==> src/rtl/serial_adder.sv <==
// Multi-cycle adder/subtractor: processes CHUNK bits per cycle over WIDTH/CHUNK cycles,
// with a valid/ready handshake on both the operand side and the result side.
`timescale 1ns/1ps

module serial_adder #(
    parameter int WIDTH = 8,
    parameter int CHUNK = 1
) (
    input  logic             clk,
    input  logic             rst,
    input  logic             in_valid,
    output logic             in_ready,
    input  logic [WIDTH-1:0] a,
    input  logic [WIDTH-1:0] b,
    input  logic             cin,
    input  logic             sub,
    output logic             out_valid,
    input  logic             out_ready,
    output logic [WIDTH-1:0] sum,
    output logic             cout,
    output logic             ovf
);

    localparam int N     = WIDTH / CHUNK;
    localparam int IDX_W = (N > 1) ? $clog2(N) : 1;
    localparam logic [IDX_W-1:0] LAST_IDX = IDX_W'(N - 1);

    localparam logic [1:0] S_IDLE = 2'd0;
    localparam logic [1:0] S_RUN  = 2'd1;
    localparam logic [1:0] S_DONE = 2'd2;

    logic [1:0]       state_q, state_d;
    logic [WIDTH-1:0] a_q, a_d;
    logic [WIDTH-1:0] b_q, b_d;
    logic [WIDTH-1:0] sum_q, sum_d;
    logic [IDX_W-1:0] idx_q, idx_d;
    logic             carry_q, carry_d;
    logic             cout_q, cout_d;
    logic             ovf_q, ovf_d;

    logic [CHUNK-1:0] a_chunk;
    logic [CHUNK-1:0] b_chunk;
    logic [CHUNK:0]   chunk_sum;
    logic             carry_into_msb;

    // One slice of the datapath; in the final chunk its top bit is the operand MSB.
    always_comb begin
        a_chunk        = a_q[idx_q*CHUNK +: CHUNK];
        b_chunk        = b_q[idx_q*CHUNK +: CHUNK];
        chunk_sum      = {1'b0, a_chunk} + {1'b0, b_chunk} + (CHUNK + 1)'(carry_q);
        carry_into_msb = a_chunk[CHUNK-1] ^ b_chunk[CHUNK-1] ^ chunk_sum[CHUNK-1];
    end

    always_comb begin
        // NOTE: every *_d gets a default first so no path leaves it unassigned (no latches).
        state_d = state_q;
        a_d     = a_q;
        b_d     = b_q;
        sum_d   = sum_q;
        idx_d   = idx_q;
        carry_d = carry_q;
        cout_d  = cout_q;
        ovf_d   = ovf_q;

        case (state_q)
            S_IDLE: begin
                if (in_valid) begin
                    a_d     = a;
                    b_d     = b ^ {WIDTH{sub}};
                    carry_d = sub ? 1'b1 : cin;
                    idx_d   = '0;
                    state_d = S_RUN;
                end
            end
            S_RUN: begin
                sum_d[idx_q*CHUNK +: CHUNK] = chunk_sum[CHUNK-1:0];
                carry_d = chunk_sum[CHUNK];
                if (idx_q == LAST_IDX) begin
                    cout_d  = chunk_sum[CHUNK];
                    ovf_d   = carry_into_msb ^ chunk_sum[CHUNK];
                    idx_d   = '0;
                    state_d = S_DONE;
                end else begin
                    idx_d = idx_q + IDX_W'(1);
                end
            end
            S_DONE: begin
                // Results stay in their registers until the consumer takes them.
                if (out_ready) begin
                    state_d = S_IDLE;
                end
            end
            default: state_d = S_IDLE;
        endcase
    end

    // NOTE: sequential state uses non-blocking assignments so all flops update together.
    always_ff @(posedge clk) begin
        if (rst) begin
            state_q <= S_IDLE;
            a_q     <= '0;
            b_q     <= '0;
            sum_q   <= '0;
            idx_q   <= '0;
            carry_q <= 1'b0;
            cout_q  <= 1'b0;
            ovf_q   <= 1'b0;
        end else begin
            state_q <= state_d;
            a_q     <= a_d;
            b_q     <= b_d;
            sum_q   <= sum_d;
            idx_q   <= idx_d;
            carry_q <= carry_d;
            cout_q  <= cout_d;
            ovf_q   <= ovf_d;
        end
    end

    assign in_ready  = (state_q == S_IDLE);
    assign out_valid = (state_q == S_DONE);
    assign sum       = sum_q;
    assign cout      = cout_q;
    assign ovf       = ovf_q;

endmodule
==> config.mk <==
export PLATFORM = sky130hd
export DESIGN_NAME = serial_adder
export DESIGN_NICKNAME = d
export VERILOG_FILES = /design/src/rtl/serial_adder.sv
export SDC_FILE = /design/constraint.sdc
export NUM_CORES = 1
export LEC_CHECK = 0
export BUFFER_PORTS_ARGS = -buffer_cell sky130_fd_sc_hd__clkbuf_2
export CORE_ASPECT_RATIO = 0.8
export CORE_MARGIN = 2
export CORE_UTILIZATION = 45
export CTS_BUF_LIST = sky130_fd_sc_hd__clkbuf_4 sky130_fd_sc_hd__clkbuf_8
export CTS_CLUSTER_DIAMETER = 80
export DETAILED_ROUTE_END_ITERATION = 6
export GPL_TIMING_DRIVEN = 0
export PLACE_DENSITY = 0.77
export SYNTH_ARGS = -nofsm -noshare
export SYNTH_HDL_FRONTEND = slang
export SYNTH_SLANG_ARGS = --single-unit
==> constraint.sdc <==
create_clock -name clk -period 7.65 [get_ports clk]
set_clock_uncertainty 0.05 [all_clocks]
set_input_delay 1.53 -clock clk [delete_from_list [all_inputs] [get_ports clk]]
set_output_delay 1.53 -clock clk [all_outputs]
set_load 0.01 [all_outputs]
[After elaboration in Yosys (flattened, before gate mapping)]
Index checks and enable logic that the tools add are counted.
Operators by class
  multiplexer cells: 11
  shifts and indexed selects: 4
  equal/unequal tests: 6
  reduce and logical (&&, ||, !) cells: 6
  magnitude comparators: 0
  divide/modulo/power cells: 0
  add/sub/neg operators: 4
  bitwise gates (word level): 4
  multipliers: 0
Operator list (number)
  $neg A3 Y34: 1
  $shift A1 B34 Y8 const A: 1
  $shiftx A1 B34 Y8: 1
  $shiftx A8 B4 Y1: 2
  $bwmux W8: 1
  $xor A8 B8 Y8: 1
  $mux W2: 3
  $mux W3: 2
  $pmux W2 S3: 1
  $pmux W3 S2: 1
  $reduce_and A2 Y1: 3
  $ne A2 B2 Y1 const B: 2
  $add A3 B1 Y3 const B: 1
  $eq A3 B3 Y1 const B: 1
  $reduce_and A3 Y1: 1
  $xor A1 B1 Y1: 3
  $add A1 B1 Y2: 1
  $add A2 B1 Y2: 1
  $eq A2 B1 Y1 const B: 1
  $eq A2 B2 Y1 const B: 1
  $logic_not A2 Y1: 1
  $mux W1: 2
  $ne A2 B1 Y1 const B: 1
  $pmux W1 S2: 1
  $reduce_bool A2 Y1: 1
Storage, ports and cells
  logic and storage cells: 43
  register bits: 32
  output and inout port bits: 12
  memory bits (writable): 0
  latch bits: 0
  ROM bits: 0
  memories: 0

[Logic depth before layout (Yosys ltp)]
Gate-level depths: netlist of the first run.
  depth after elaboration: 5
  mapped depth: 8

[Worst setup path after synthesis of the first run]
OpenSTA, ideal clock, no wires.
  path type: input to register
  start: input in_valid
  end: register b_q[6]
  path buffers: 1
  stages: 4
  path slack: 5.094 ns
  arrival time: 2.420 ns
  required time: 7.514 ns
  library setup time: 0.086 ns
  path through: nor3b_2 > clkbuf_1 > nor2_1 > a211oi_1
Between the ends
  longest elaborated chain between the ends: 1
RTL lines
  start, declared: RTL line 11  | input logic in_valid,
  $reduce_and A2 Y1 (no line)
  end signal, assigned: RTL line 102  | b_q <= '0;
  end signal, assigned: RTL line 111  | b_q <= b_d;
  end, declared: RTL line 34  | logic [WIDTH-1:0] b_q, b_d;
Every way passes these cells.
A chain may end at the register's enable or synchronous reset.

[Worst setup path after layout of the first run]
  start: register idx_q[0]
  end: register sum_q[3], in the netlist sum[3]
Between the ends
  longest elaborated chain between the ends: 5
RTL lines
  start, declared: RTL line 36  | logic [IDX_W-1:0] idx_q, idx_d;
  start signal, assigned: RTL line 113  | idx_q <= idx_d;
  $shiftx A8 B4 Y1 (on tied branches): RTL line 48, 49
  $add A1 B1 Y2: RTL line 50  | chunk_sum = {1'b0, a_chunk} + {1'b0, b_chunk} + (CHUNK + 1)'(carry_q);
  $add A2 B1 Y2: RTL line 50
  $shiftx A1 B34 Y8: RTL line 76  | sum_d[idx_q*CHUNK +: CHUNK] = chunk_sum[CHUNK-1:0];
  $bwmux W8 *: RTL line 76
  end signal, assigned: RTL line 112  | sum_q <= sum_d;
  end, declared: RTL line 35  | logic [WIDTH-1:0] sum_q, sum_d;
Mark *: on every way between the ends. The rest lies on a longest branch, timed or not.

==> reports/metrics.csv, run 1 <==
metric,value,unit
outcome,completed,
worst hold path type,reg2reg,
CP Launch Point,idx_q[0],
P per Cell Area,199,nW/um^2
clk buf depth,2,
max incr delay on CP,0.59,ns
Mapped Area,1600,um^2
drt via density,5.20,
critical path's slowest cell,fa_1,
GRT overflow,0,
largest net degree at the start of global routing,11,
Worst-Skew Late Latency,0.28,ns
most frequent cells in the layout,"32 x dfxtp_1, 32 x clkbuf_2, 24 x nand2_1",
top-area cell type share of the netlist area,40.0,%
Clock Sinks,32,
share of cells above drive strength 1,22.1,%
fin crit period,2.79,ns
CTS tree,built,
Residual DRC,0,
DP HPWL,2450,um
Power Total,380,uW
GRT Total Usage,18.2,%
total setup buffers inserted after CTS,0,
Layout fillers,339,
n_diodes,0,
Crit. End Element,flip-flop,
global-route wire length before repair,5620,um
Synth warnings,0,
final wirelength,3290,um
cells resized by post-CTS repair,0,
Num CTS Buffers,5,
buffers and inverters on the worst path,1,
Layout Nets,244,
"Data arrival, critical path",2.96,ns
CTS root buffer,clkbuf_8,
Synth cell types,28,
Crit path max-delay family,multiplexers,
hold-fix buffer count after cts,0,
DIE AREA,4050,um^2
Initial Util,46.7,%
reg2reg path depth,7,
Hold EP,a_q[3],
setup tns final,0,ns
Synth area leaders,"dfxtp_1 40%, ha_1 6.3%, mux4_2 5.6%",
Startpoint Class,flip-flop,
total number of vias,1327,
Crit Path Class,reg2reg,
area delta synth->final,19.3,%
relative slew slack,58.7,%
Cells on Worst Hold Path,2,
register-to-register setup slack,4.86,ns
Peak Freq,0.358,GHz
Critical R2R Capture,sum[3],
Final setup violation count,0,
Die X,70.7,um
min-delay src,a_q[3],
post-synthesis instance total,174,
VDD IR-drop max,0.109,mV
Final Hold Viols,0,
synthesized net count,205,
vias in the first global route,1188,
Setup WS post-layout,4.86,ns
sequential fraction of the synthesis area,40.0,%
Port Buffers,32,
Reg area,641,um^2
static leakage,0.801,nW
r2r startpoint,idx_q[0],
hold slack,0.410,ns
H-tree depth,2,
std cell rows,19,
Max Slew Vio Count,0,
Mapped Avg Cell Area,9.20,um^2
Die Y,57.3,um
crit path max fanout,10,
CP required,7.82,ns
initial antenna violation count,0,
"Reg clk slew, reported paths",0.06,ns
Ports,34,
RSZ-0062 raised after global routing,no,
DR pass1 iterations,4,
Initial DRC Count,98,
CP cell instances,"buf_6, mux4_2, mux2_4, fa_1, nor4b_1, mux2i_1, nor2_1",
Worst-Margin Slew,0.616,ns
post-route ant nets,0,
per-cell routed wire length,12.9,um
Multi-input gate area,896,um^2
Yosys top cell by area,dfxtp_1,
gpl congestion,0.748,
"FF+latch count, synth",32,
DP Worst Slack,4.67,ns
final worst-path cycle share,36.5,%
maxcap violations,0,
Placeable Area,3420,um^2
## cell usage after synthesis
master	count
a31oi_1	1
dfxtp_1	32
mux2i_1	8
nor4bb_1	1
xnor2_1	10
nor3b_2	1
nand2b_1	2
nand2_1	24
buf_6	2
and4b_1	1
a211oi_1	8
o21ai_1	1
o31a_1	1
o21a_1	1
a21oi_1	14
clkbuf_1	8
nor4b_1	4
ha_1	8
mux2_4	1
nor3_1	2
fa_1	1
nor2b_1	3
nand3b_1	1
nor2_1	23
nand4b_1	2
mux4_2	4
inv_1	3
nand3_1	7
## worst max-delay path by stage
stage,endpoint,cells after the start,slack (ns)
2_1_floorplan,b_q[6],4,5.09
3_3_place_gp,b_q[6],5,4.73
3_5_place_dp,carry_q,5,4.67
4_1_cts,sum[3],7,4.82
5_1_grt,sum[3],7,4.69
6_report,sum[3],7,4.86
## per-layer routing
metal	global-route usage, %	up-vias	share of wire [%]
met2	26.3	33	42
met5	0	-	0
met3	4.95	7	5.7
met4	8.89	0	2.1
li1	-	680	-
met1	25.4	607	50
## where the power goes
group	internal, mW	total, mW	switching (mW)
registers	0.175	0.181	0.00537
logic	0.0282	0.0609	0.0327
clock network	0.0800	0.138	0.0581
total	0.283	0.380	0.0961
## worst min-delay path, cell delays in order (launching register included)
cell	delay [ns]
dfxtp_1	0.31
nand2_1	0.05
a21oi_1	0.05
## metrics by stage
step / std cells / utilization (%) / cell area (um^2)
final: 255 / 55.8 / 1910
after floorplan: 174 / - / 1600
after global routing: 255 / 55.8 / 1910
after global placement: 248 / 53.0 / 1810
after CTS: 255 / 55.8 / 1910
after detailed placement: 248 / 53.0 / 1810
## cells by family (layout without fill, tap and decap cells)
family | count (synthesis) | after routing | synth area share (%)
fa+ha+maj | 9 | 9 | 7.51
simple gates | 71 | 71 | 21.6
buf+inv | 13 | 52 | 3.99
xor+xnor | 10 | 10 | 5.47
compound gates | 26 | 26 | 9.85
flops | 32 | 32 | 40.0
mux | 13 | 13 | 11.6
## final cells by class
cell class / instances / share of cell area (%)
buffer: 10 / 2.75
clock buffer: 7 / 5.05
inverter: 3 / 0.590
multi-input combinational: 129 / 46.9
sequential: 32 / 33.6
tap: 42 / 2.75
timing repair buffer: 32 / 8.39
## flip-flops by register name (all words and copies together) (netlist names)
| signal | cells |
|---|---|
| a_q | 8 |
| b_q | 8 |
| carry_q | 1 |
| cout | 1 |
| idx_q | 3 |
| ovf | 1 |
| state_q | 2 |
| sum | 8 |
(Power assumes the default switching activity.)
==> inputs of run 2 (changes only) <==
PLACE_DENSITY = 0.79   (was 0.77)
clock period = 2.25 ns   (was 7.65 ns; I/O delays follow)
==> run 2 against run 1 <==
The flow now finishes with violations (setup timing). Non-clock buffer count increased by 7. Wire length is 5.3% higher. First-iteration DRC count is 4.1% lower. Clock-buffer cell count increased by 1. Total power grew to 3.5 times the previous value. Largest cell class unchanged.
==> reports/metrics.csv, run 2 (synthesis results as in run 1) <==
metric,value,unit
outcome,"finished, violations left",
failing checks,setup timing,
Crit path max-delay family,multiplexers,
GRT overflow,0,
Final Hold Viols,0,
Residual DRC,0,
GRT Total Usage,18.4,%
CTS tree,built,
Finished Cell Area,2010,um^2
reg2reg path depth,6,
Crit. End Element,flip-flop,
Psw,345,uW
vias in the first global route,1244,
crit path max fanout,4,
per-cell routed wire length,13.2,um
Placeable Area,3420,um^2
Setup WS post-layout,-0.0393,ns
Internal Power,992,uW
DP HPWL,2420,um
Sequential Power Share,45.9,%
max incr delay on CP,0.57,ns
clock share of power,35.4,%
Final setup violation count,3,
Worst-Skew Late Latency,0.28,ns
CP Launch Point,idx_q[2],
relative slew slack,60.1,%
Layout Nets,251,
final wirelength,3460,um
Ports,34,
Initial Util,46.7,%
DIE AREA,4050,um^2
critical path's slowest cell,fa_2,
CTS root buffer,clkbuf_8,
Worst-Margin Slew,0.599,ns
switch share,25.8,%
Max Slew Vio Count,0,
buffers and inverters on the worst path,0,
Crit Path Class,reg2reg,
Num CTS Buffers,5,
Post-Place Cells,248,
H-tree depth,2,
CP required,2.41,ns
fin crit period,2.29,ns
r2r startpoint,idx_q[2],
"commonest non-fill, non-tap cell in the layout",clkbuf_2,
DR pass1 iterations,4,
Cells on Worst Hold Path,3,
static leakage,0.846,nW
Finished Layout Cells,263,
post-route ant nets,0,
Clock Sinks,32,
RSZ-0062 raised after global routing,yes,
gpl congestion,0.748,
VDD IR-drop max,0.343,mV
Layout fillers,323,
clk buf depth,2,
Power Total,1.34,mW
Peak Freq,0.437,GHz
share of cells above drive strength 1,28.5,%
P per Cell Area,666,nW/um^2
maxcap violations,0,
Startpoint Class,flip-flop,
total number of vias,1369,
most frequent cells in the layout,"32 x clkbuf_2, 30 x dfxtp_1, 23 x nor2_1",
std cell rows,19,
CP cell instances,"mux4_2, mux2_4, fa_2, nor4b_4, mux2i_1, nor2_1",
Die X,70.7,um
Crit path depth,6,
Port Buffers,32,
Setup crit end,sum[7],
combinational share of power,18.7,%
Critical R2R Capture,sum[7],
global-route wire length before repair,5660,um
register-to-register setup slack,-0.04,ns
drt via density,5.21,
Die Y,57.3,um
"Data arrival, critical path",2.45,ns
n_diodes,0,
worst hold path type,in2reg,
Initial DRC Count,94,
largest net degree at the start of global routing,11,
"Reg clk slew, reported paths",0.06,ns
dpl cell area,1840,um^2
final worst-path cycle share,102,%
min-delay src,a[7],
initial antenna violation count,0,
area delta synth->final,25.4,%
==> run 2: cell types whose count changed in the layout (fill, tap and decap cells not counted), moves of 2 or more <==
| cell | previous run | this run |
|---|---|---|
| dfxtp_1 | 32 | 30 |
| clkbuf_4 | 0 | 2 |
| nand2_1 | 24 | 21 |
| nand2_2 | 0 | 3 |
| buf_4 | 0 | 8 |
| dfxtp_4 | 0 | 2 |
==> run 2: worst min-delay path by stage <==
stage | endpoint | slack (ns)
2_1_floorplan | a_q[3] | 0.38
3_5_place_dp | a_q[0] | 0.40
6_report | a_q[7] | 0.33
5_1_grt | a_q[1] | 0.32
3_3_place_gp | a_q[4] | 0.39
4_1_cts | b_q[0] | 0.32
==> run 2: cell type report <==
type	count	area [um^2]	area share [%]
inverter	3	11.3	0.561
buffer	8	30.0	1.50
clock buffer	8	97.6	4.86
sequential	32	648	32.3
multi-input combinational	129	936	46.6
tap	42	52.6	2.62
timing repair buffer	41	231	11.5
==> run 2: worst min-delay path, delay by kind of cell <==
kind | cells | cell delay [ns]
AO/OA/AOI/OAI | 1 | 0.05
buffers and inverters | 1 | 0.08
AND/OR/NAND/NOR | 1 | 0.04
==> run 2: power groups by stage <==
stage,Combinational (mW),Sequential (mW),Clock (mW)
after floorplan,0.165,0.623,0
after global placement,0.217,0.626,0
after detailed placement,0.222,0.626,0
after CTS,0.249,0.613,0.483
after global routing,0.272,0.617,0.518
final,0.250,0.613,0.473
==> run 2: metrics by stage <==
stage | TNS [ns] | setup slack (ns) | utilization, % | hold slack (ns)
finish | -0.0520 | -0.0393 | 58.6 | 0.331
floorplan | -0.252 | -0.0493 | - | 0.383
CTS | -0.520 | -0.110 | 58.8 | 0.323
detailed placement | -1.59 | -0.273 | 53.9 | 0.399
global placement | -1.29 | -0.223 | 53.9 | 0.391
global route | -0.874 | -0.179 | 58.6 | 0.324
==> run 2: metal layers <==
layer | up-vias | track usage (%) | routed length [um]
met5 | - | 0 | 0
met4 | 0 | 6.74 | 50
met3 | 6 | 7.24 | 234
met2 | 38 | 27.0 | 1510
met1 | 634 | 24.9 | 1670
li1 | 691 | - | -
==> run 2: timing repair <==
action | 4_1_cts | 5_1_grt
hold buffers | 0 | 0
pin swaps | 1 | 6
setup endpoints to repair | 9 | 9
setup buffers | 8 | 1
resized for setup | 4 | 5
